**src/rtl/lot_occupancy_scheduler.sv**
```systemverilog
// Shared car-counter scheduler: queues per-lane entry/exit pulses, serves one
// event every two cycles (exits first, round-robin within each class), drives
// the counter's inc/dec, grants or denies entries against lot capacity and
// tracks a shadow occupancy.
//
// state   | meaning
// --------+-------------------------------------------------------------
// S_IDLE  | pick next event (exit class first), register its pulses
// S_ISSUE | pulses are on the wires; retire pending, update occupancy
module lot_occupancy_scheduler #(
   parameter int LANES    = 4,
   parameter int CAPACITY = 9,
   parameter int CNT_W    = 4
) (
   input  logic             clk,
   input  logic             reset,
   input  logic [LANES-1:0] entry_req,
   input  logic [LANES-1:0] exit_req,
   output logic             inc,
   output logic             dec,
   output logic [LANES-1:0] entry_grant,
   output logic [LANES-1:0] entry_deny,
   output logic [CNT_W-1:0] occupancy,
   output logic             full,
   output logic             empty,
   output logic             err_overflow,
   output logic             err_underflow
);

   localparam int LW = $clog2(LANES);
   localparam logic [CNT_W-1:0] CAP = CNT_W'(CAPACITY);

   typedef enum logic {S_IDLE, S_ISSUE} state_t;

   state_t           state, state_nxt;
   logic [1:0]       pend_entry [LANES];
   logic [1:0]       pend_exit  [LANES];
   logic [LW-1:0]    rr_entry, rr_exit;
   logic [LW-1:0]    sel_lane, sel_lane_nxt;
   logic             sel_exit, sel_exit_nxt;
   logic             inc_nxt, dec_nxt;
   logic [LANES-1:0] grant_nxt, deny_nxt;
   logic [LANES-1:0] entry_nz, exit_nz;
   logic [LANES-1:0] srv_entry, srv_exit;
   logic [LANES-1:0] sat_entry, sat_exit;
   logic             any_entry, any_exit;
   logic [LW-1:0]    entry_pick, exit_pick;
   logic             drop;

   // First nonzero lane at or after ptr, wrapping; msb is the found flag.
   function automatic logic [LW:0] rr_pick(input logic [LANES-1:0] nz,
                                           input logic [LW-1:0] ptr);
      logic          found;
      logic [LW-1:0] pick;
      int            idx;
      found = 1'b0;
      pick  = ptr;
      for (int k = 0; k < LANES; k++) begin
         idx = int'(ptr) + k;
         if (idx >= LANES) idx = idx - LANES;
         if (!found && nz[idx]) begin
            found = 1'b1;
            pick  = LW'(idx);
         end
      end
      return {found, pick};
   endfunction

   // 2-bit saturating queue depth; simultaneous request and service cancel.
   function automatic logic [1:0] pend_step(input logic [1:0] cnt,
                                            input logic req, input logic srv);
      if (req && !srv && cnt != 2'd3) return cnt + 2'd1;
      if (srv && !req)                return cnt - 2'd1;
      return cnt;
   endfunction

   function automatic logic [LW-1:0] lane_next(input logic [LW-1:0] lane);
      return (lane == LW'(LANES - 1)) ? '0 : lane + LW'(1);
   endfunction

   // Per-lane queue status and which queue the current ISSUE retires.
   always_comb begin
      entry_nz  = '0;
      exit_nz   = '0;
      srv_entry = '0;
      srv_exit  = '0;
      sat_entry = '0;
      sat_exit  = '0;
      for (int i = 0; i < LANES; i++) begin
         entry_nz[i]  = (pend_entry[i] != 2'd0);
         exit_nz[i]   = (pend_exit[i]  != 2'd0);
         sat_entry[i] = (pend_entry[i] == 2'd3);
         sat_exit[i]  = (pend_exit[i]  == 2'd3);
         srv_entry[i] = (state == S_ISSUE) && !sel_exit && (sel_lane == LW'(i));
         srv_exit[i]  = (state == S_ISSUE) &&  sel_exit && (sel_lane == LW'(i));
      end
      drop = (|(entry_req & ~srv_entry & sat_entry)) |
             (|(exit_req  & ~srv_exit  & sat_exit));
      {any_entry, entry_pick} = rr_pick(entry_nz, rr_entry);
      {any_exit,  exit_pick}  = rr_pick(exit_nz,  rr_exit);
   end

   // Next state and next-cycle pulses; occupancy is stable until ISSUE ends,
   // so the grant/deny decision can be made while still in IDLE.
   always_comb begin
      state_nxt    = state;
      sel_lane_nxt = sel_lane;
      sel_exit_nxt = sel_exit;
      inc_nxt      = 1'b0;
      dec_nxt      = 1'b0;
      grant_nxt    = '0;
      deny_nxt     = '0;
      case (state)
         S_IDLE: begin
            if (any_exit) begin
               state_nxt    = S_ISSUE;
               sel_exit_nxt = 1'b1;
               sel_lane_nxt = exit_pick;
               dec_nxt      = (occupancy != '0);
            end else if (any_entry) begin
               state_nxt    = S_ISSUE;
               sel_exit_nxt = 1'b0;
               sel_lane_nxt = entry_pick;
               if (occupancy < CAP) begin
                  inc_nxt               = 1'b1;
                  grant_nxt[entry_pick] = 1'b1;
               end else begin
                  deny_nxt[entry_pick]  = 1'b1;
               end
            end
         end
         S_ISSUE: state_nxt = S_IDLE;
         default: state_nxt = S_IDLE;
      endcase
   end

   // State, selection and registered output pulses.
   always_ff @(posedge clk) begin
      if (reset) begin
         state       <= S_IDLE;
         sel_lane    <= '0;
         sel_exit    <= 1'b0;
         inc         <= 1'b0;
         dec         <= 1'b0;
         entry_grant <= '0;
         entry_deny  <= '0;
      end else begin
         state       <= state_nxt;
         sel_lane    <= sel_lane_nxt;
         sel_exit    <= sel_exit_nxt;
         inc         <= inc_nxt;
         dec         <= dec_nxt;
         entry_grant <= grant_nxt;
         entry_deny  <= deny_nxt;
      end
   end

   // Pending request queues.
   always_ff @(posedge clk) begin
      if (reset) begin
         for (int i = 0; i < LANES; i++) begin
            pend_entry[i] <= 2'd0;
            pend_exit[i]  <= 2'd0;
         end
      end else begin
         for (int i = 0; i < LANES; i++) begin
            pend_entry[i] <= pend_step(pend_entry[i], entry_req[i], srv_entry[i]);
            pend_exit[i]  <= pend_step(pend_exit[i],  exit_req[i],  srv_exit[i]);
         end
      end
   end

   // Occupancy, round-robin pointers and sticky errors, retired at end of ISSUE.
   always_ff @(posedge clk) begin
      if (reset) begin
         occupancy     <= '0;
         rr_entry      <= '0;
         rr_exit       <= '0;
         err_overflow  <= 1'b0;
         err_underflow <= 1'b0;
      end else begin
         if (drop) err_overflow <= 1'b1;
         if (state == S_ISSUE) begin
            if (sel_exit) begin
               rr_exit <= lane_next(sel_lane);
               if (occupancy != '0) occupancy     <= occupancy - CNT_W'(1);
               else                 err_underflow <= 1'b1;
            end else begin
               rr_entry <= lane_next(sel_lane);
               if (occupancy < CAP) occupancy <= occupancy + CNT_W'(1);
            end
         end
      end
   end

   assign full  = (occupancy == CAP);
   assign empty = (occupancy == '0);

endmodule

```
**config.mk**
```make
export PLATFORM = sky130hd
export DESIGN_NAME = lot_occupancy_scheduler
export DESIGN_NICKNAME = d
export VERILOG_FILES = /design/src/rtl/lot_occupancy_scheduler.sv
export SDC_FILE = /design/constraint.sdc
export NUM_CORES = 1
export LEC_CHECK = 0
export ABC_AREA = 1
export CORE_ASPECT_RATIO = 1.4
export CORE_MARGIN = 3
export CORE_UTILIZATION = 53
export DETAILED_ROUTE_END_ITERATION = 10
export PLACE_DENSITY = 0.76
export SLEW_MARGIN = 5
export SYNTH_ARGS = -nofsm -noshare
export SYNTH_HDL_FRONTEND = slang
export SYNTH_SLANG_ARGS = --single-unit
```
**constraint.sdc**
```tcl
create_clock -name clk -period 1.68 [get_ports clk]
set_input_delay 0.252 -clock clk [delete_from_list [all_inputs] [get_ports clk]]
set_output_delay 0.252 -clock clk [all_outputs]
set_load 0.01 [all_outputs]
```
* Yosys cells after proc, flatten, opt, wreduce, memory -nomap -nowiden
Memory sizes are Yosys's and may differ from the RTL's. Cells that the tools add are included.
Storage, ports and cells: register bits after elaboration 24, memories kept 2, word-level logic and storage cells 349, output and inout port bits 18, RAM bits 16, input bits 10
Operators by class: add/subtract/negate cells 33, reduce and logical (&&, ||, !) cells 88, bitwise logic cells 21, equality and inequality tests 21, $lt $le $gt $ge 19, multiplexer cells 153
Memories:
- pend_entry | words 4, width 2, rd ports 4, clocked after memory_dff 0, write ports 4, line 36 | logic [1:0] pend_entry [LANES];
- pend_exit | words 4, width 2, rd ports 4, clocked after memory_dff 0, write ports 4, line 37 | logic [1:0] pend_exit [LANES];
Operators by type and width (number):
- 32-bit by 4-bit < comparator with 1-bit output, second input constant | 8
- 32-bit two-way mux | 8
- 2-bit two-way mux | 59
- 1-bit two-way mux | 73
- 1-bit logical AND | 41
- 3-bit by 3-bit subtractor with 4-bit output, second input constant | 6
- 1-bit zero test | 23
- 2-bit equality test, second input constant | 10
- 2-bit nonzero test | 10
- 2-bit by 1-bit adder with 2-bit output, second input constant | 9
- 3-bit greater-or-equal comparator, second input constant | 6
- 4-bit bitwise AND | 4
- 1-bit binary-select mux with 2-bit select | 8
- 2-bit != test, second input constant | 8
- 2-bit by 1-bit subtractor with 2-bit output, second input constant | 8
- 2-bit by 2-bit adder with 3-bit output, second input constant | 4
- 4-bit two-way mux | 3
- 4-bit OR reduction | 3
- 5-bit OR reduction | 2
- 1-bit bitwise OR | 9
- 4-bit inverter | 2
- 2-bit by 3-bit subtractor with 4-bit output, second input constant | 2
- 2-bit by 1-bit adder with 3-bit output, second input constant | 2
- 2-bit by 3-bit greater-or-equal comparator with 1-bit output, second input constant | 2
- other kinds (17) | 25

* Longest topological paths before layout
depth in word-level cells 19, depth in mapped cells 15, mapped depth without buffers 14

* Least setup slack after synthesis
No wires, ideal clock.
path kind flip-flop to flip-flop, start point register occupancy[2], end point register occupancy[3], stages on the path, launching flop included 9, required time 1.562 ns, data arrival time 1.360 ns, period minus slack after synthesis 1.478 ns, slack 0.202 ns, library setup time 0.118 ns, cell sequence dfxtp_1 -> ha_1 -> nand2_1 -> nor2_1 -> a211oi_1 -> or2_2 -> nand3_1 -> o21ai_1 -> a21oi_1
Between the ends: word-level cells in the longest chain between the ends 3, elaborated cells between the ends (all ways) 10, those cells by class add/sub: 2; order compare: 1; eq/ne: 1; mux: 3; reduce/logical: 3
RTL lines:
- start, declared | line 23 | output logic [CNT_W-1:0] occupancy,
- start signal, assigned | line 186 | if (occupancy != '0) occupancy <= occupancy - CNT_W'(1);
- start signal, assigned | line 190 | if (occupancy < CAP) occupancy <= occupancy + CNT_W'(1);
- 4-bit by 1-bit adder with 4-bit output (tied with other cells) | line 190
- 4-bit two-way mux (tied with other cells) | line 190
- 4-bit two-way mux or 3-bit AND reduction (tied branches)
Parallel ways exist; a longest one is shown, timed or not. The select of a mux whose other input is x is not followed. A chain may end at the register's enable or synchronous reset.

* Worst setup path after layout
start point register rr_entry[0], end point register entry_grant[3]
Between the ends: word-level cells in the longest chain between the ends 19, elaborated cells between the ends (all ways) 48, those cells by class add/sub: 7; order compare: 6; mux: 26; bitwise: 1; reduce/logical: 8
RTL lines:
- start, declared | line 38 | logic [LW-1:0] rr_entry, rr_exit;
- start signal, assigned | line 189 | rr_entry <= lane_next(sel_lane);
- branches (longest 19 deep; another with 3-bit by 3-bit subtractor with 4-bit output)
- end signal, assigned | line 153 | entry_grant <= grant_nxt;
- end, declared | line 21 | output logic [LANES-1:0] entry_grant,
Several ways; the timed one is not identified. The select of a mux whose other input is x is not followed.

==> impl_results.md <==
- Final setup viols: 0
- Worst Setup SP: rr_entry[0]
- Critical Path Sink Type: flip-flop
- Status: finished clean
- Crit path max-delay family: simple AND/OR/NAND/NOR gates
- Die width: between 60 and 70 um
- Hold WC Path Type: flip-flop to flip-flop
- DR iter-0 viols: 104
- Minimum clock period: 1.59 ns
- Worst endpoint required time: 1.88 ns
- Yosys top cell area share: 0.349
- Routed length per instance: 12.8 um
- Total power: 3.40 mW
- Grt ovf: 0
- First-pass GRT wire length: approximately 9300 um
- H-Tree Depth: 2
- Syn_nets: about 360
- Bufs on Longest Clock Path: 2
- Vias per cell: approximately 5.3
- Synth unique cells: 33
- Sequential fraction of the synthesis area: 0.349
- Final instance area: ~0.0030 mm2
- Routed Antenna Nets: 0
- IO Pins: 28
- Syn Std Cell Area: around 0.0023 mm2
- Post-DP Area: 0.00274 mm2
- Area leader, netlist: dfxtp_1
- Synthesis Warnings: 0
- Final Cycle Share: 0.949
- Total CTS buffers: 5
- Router iterations before antenna repair: 4
- Die height: 83.8 um
- Synth Instances: approximately 340
- Slowest stage delay, CP: approximately 0.40 ns
- Final #Nets: between 400 and 500
- Post-synthesis average cell area: approximately 6.7 um2
- CP Buf/Inv Count: 3
- Highest Clock Rate: between 600 and 700 MHz
- Worst-path maximum fanout: 8
- Most used cell, CP: nand2_2
- Slowest-stage cell, CP: dfxtp_4
- Final Max Slew Viols: 0
- Setup CP Type: flip-flop to flip-flop
- Hold path startpoint: pend_entry[1][0]
- GRT Total Usage: 0.233
- Root Buffer: clkbuf_8
- Max_slew headroom: 0.819
- Die ar.: slightly above 0.005 mm2
- Number of global-route vias before repair: approximately 2200
- Sink Count: 40
- Worst-path cell chain: inv_4 -> nand2_2 -> nand2_2 -> nand3_2 -> nand2_4 -> a21oi_4 -> nand3b_4 -> inv_4 -> nand2_2 -> nand2_4 -> inv_2 -> nand3_1 -> nor2_1
- Final WL: roughly 5600 um
- Global placement routability congestion: ~0.93
- CTS tree: built
- Peak supply drop: 727 uV
- Drt drc: 0
- Share of cells above drive strength 1: 0.190
- CTS Hold Buffers Added: 0
- Crit start category: flip-flop
- Fin. Hold Viols: 0
- MaxCap Viol Count: 0
- CP arrival: 1.79 ns
- Clock Latency Late Sink: approximately 0.30 ns
- Post-DP HPWL: 4160 um
- Starting Density: 0.566
- Initial antenna violation count: 0
- P per Cell Area: about 1100 mW/mm2
- PortBufs: 27
- Rows: 27
- Core area: slightly above 0.004 mm2
- RR Startpoint: rr_entry[0]
- Hold Slack: between 0.4 and 0.5 ns
- Leak: 1.37 nW
- Synth Register Bits: 40
- Clock Skews: ~0.0084 ns
- DR vias: between 2000 and 2500
- Worst Tran Pin Value: ~0.27 ns
- Antenna diodes: 0
- Worst-path clk slew: roughly 0.08 ns
- Largest net degree at the start of global routing: 16
- Area Growth Syn to Fin: 29.2%
- Top post-synthesis cells by area: dfxtp_1 (35%), nand2_1 (17%), inv_1 (6.4%)
[stage by stage]
| stage | util | TNS (ns) | worst slack [ns] | std cells |
|---|---|---|---|---|
| floorplan | - | 0 | 0.202 | 344 |
| global placement | 0.675 | 0 | 0.000878 | 427 |
| detailed placement | 0.675 | -0.0234 | -0.0159 | 427 |
| CTS | 0.701 | 0 | 0.0328 | 435 |
| global route | 0.731 | -0.122 | -0.0284 | 438 |
| finish | 0.731 | 0 | 0.0859 | 438 |
[per-layer routing]
metal	global-route usage	wire length, um	vias up
met1	0.275	2230	1052
li1	-	-	1217
met4	0.104	150	0
met5	0	0	-
met3	0.0480	179	17
met2	0.388	3040	36
[final timing paths]
path	cells past startpoint	to	slack, ns
max	13	entry_grant[3]	0.09
min	1	pend_entry[1][0]	0.48
max reg2reg	13	entry_grant[3]	0.09
min reg2reg	1	pend_entry[1][0]	0.48
[state kept, by name (all words and copies together) (netlist names)]
signal         count
rr_entry           2
err_overflow       1
state              1
dec                1
pend_entry         8
sel_lane           2
pend_exit          8
rr_exit            2
err_underflow      1
inc                1
entry_grant        4
occupancy          4
sel_exit           1
entry_deny         4
[repair_timing]
action                                  CTS  global route
resized for setup                         3            39
gates cloned                              0             0
endpoints found under the setup margin   12            15
setup buffers                             0             3
pin swaps                                 0             9
[synthesized netlist by cell type, drive strengths merged]
| master | number |
|---|---|
| o2111ai | 1 |
| xnor2 | 4 |
| nor4 | 2 |
| a21oi | 26 |
| nand4 | 4 |
| or2 | 1 |
| nor2 | 36 |
| o211ai | 3 |
| clkbuf | 3 |
| o22ai | 3 |
| nand2 | 107 |
| fa | 1 |
| o21ai | 27 |
| nand3b | 2 |
| ha | 6 |
| o31ai | 2 |
| nor3 | 6 |
| nand3 | 18 |
| inv | 44 |
| xor2 | 5 |
| a211oi | 2 |
| dfxtp | 40 |
| buf | 1 |
[where the power goes]
group / total (mW) / switching (mW) / internal (mW) / leakage, nW
sequential: 1.18 / 0.117 / 1.07 / 0.332
combinational: 1.42 / 0.845 / 0.580 / 0.987
clock: 0.796 / 0.355 / 0.441 / 0.0552
total: 3.40 / 1.32 / 2.09 / 1.37
[area by class of cell]
class	count	area [um2]
well taps	43	53.8
flip-flops and latches	40	817
multi-input cells	256	1380
inverters	44	173
fillers	330	1090
repair buffers	47	430
clock inverters	2	35.0
clock buffers	6	72.6
[placed cells by master (no fill, tap or decap), types with 6 or more instances in the layout]
| cell | n |
|---|---|
| nor3_1 | 6 |
| clkdlybuf4s50_1 | 25 |
| nor2_1 | 29 |
| o21ai_0 | 21 |
| buf_4 | 19 |
| nand2_1 | 91 |
| nand2_2 | 13 |
| nand3_1 | 15 |
| dfxtp_1 | 33 |
| a21oi_1 | 23 |
| inv_1 | 38 |
| ha_1 | 6 |
[kinds of logic (layout without fill, tap and decap cells)]
group / Yosys count / in the layout / synth area share
AND/OR/NAND/NOR: 176 / 176 / 0.331
AO/OA/AOI/OAI: 64 / 64 / 0.161
buffers and inverters: 48 / 99 / 0.0829
flip-flops: 40 / 40 / 0.349
XOR/XNOR: 9 / 9 / 0.0344
adder cells (fa/ha/maj): 7 / 7 / 0.0415
No activity file was read; power rests on OpenSTA's default activity.
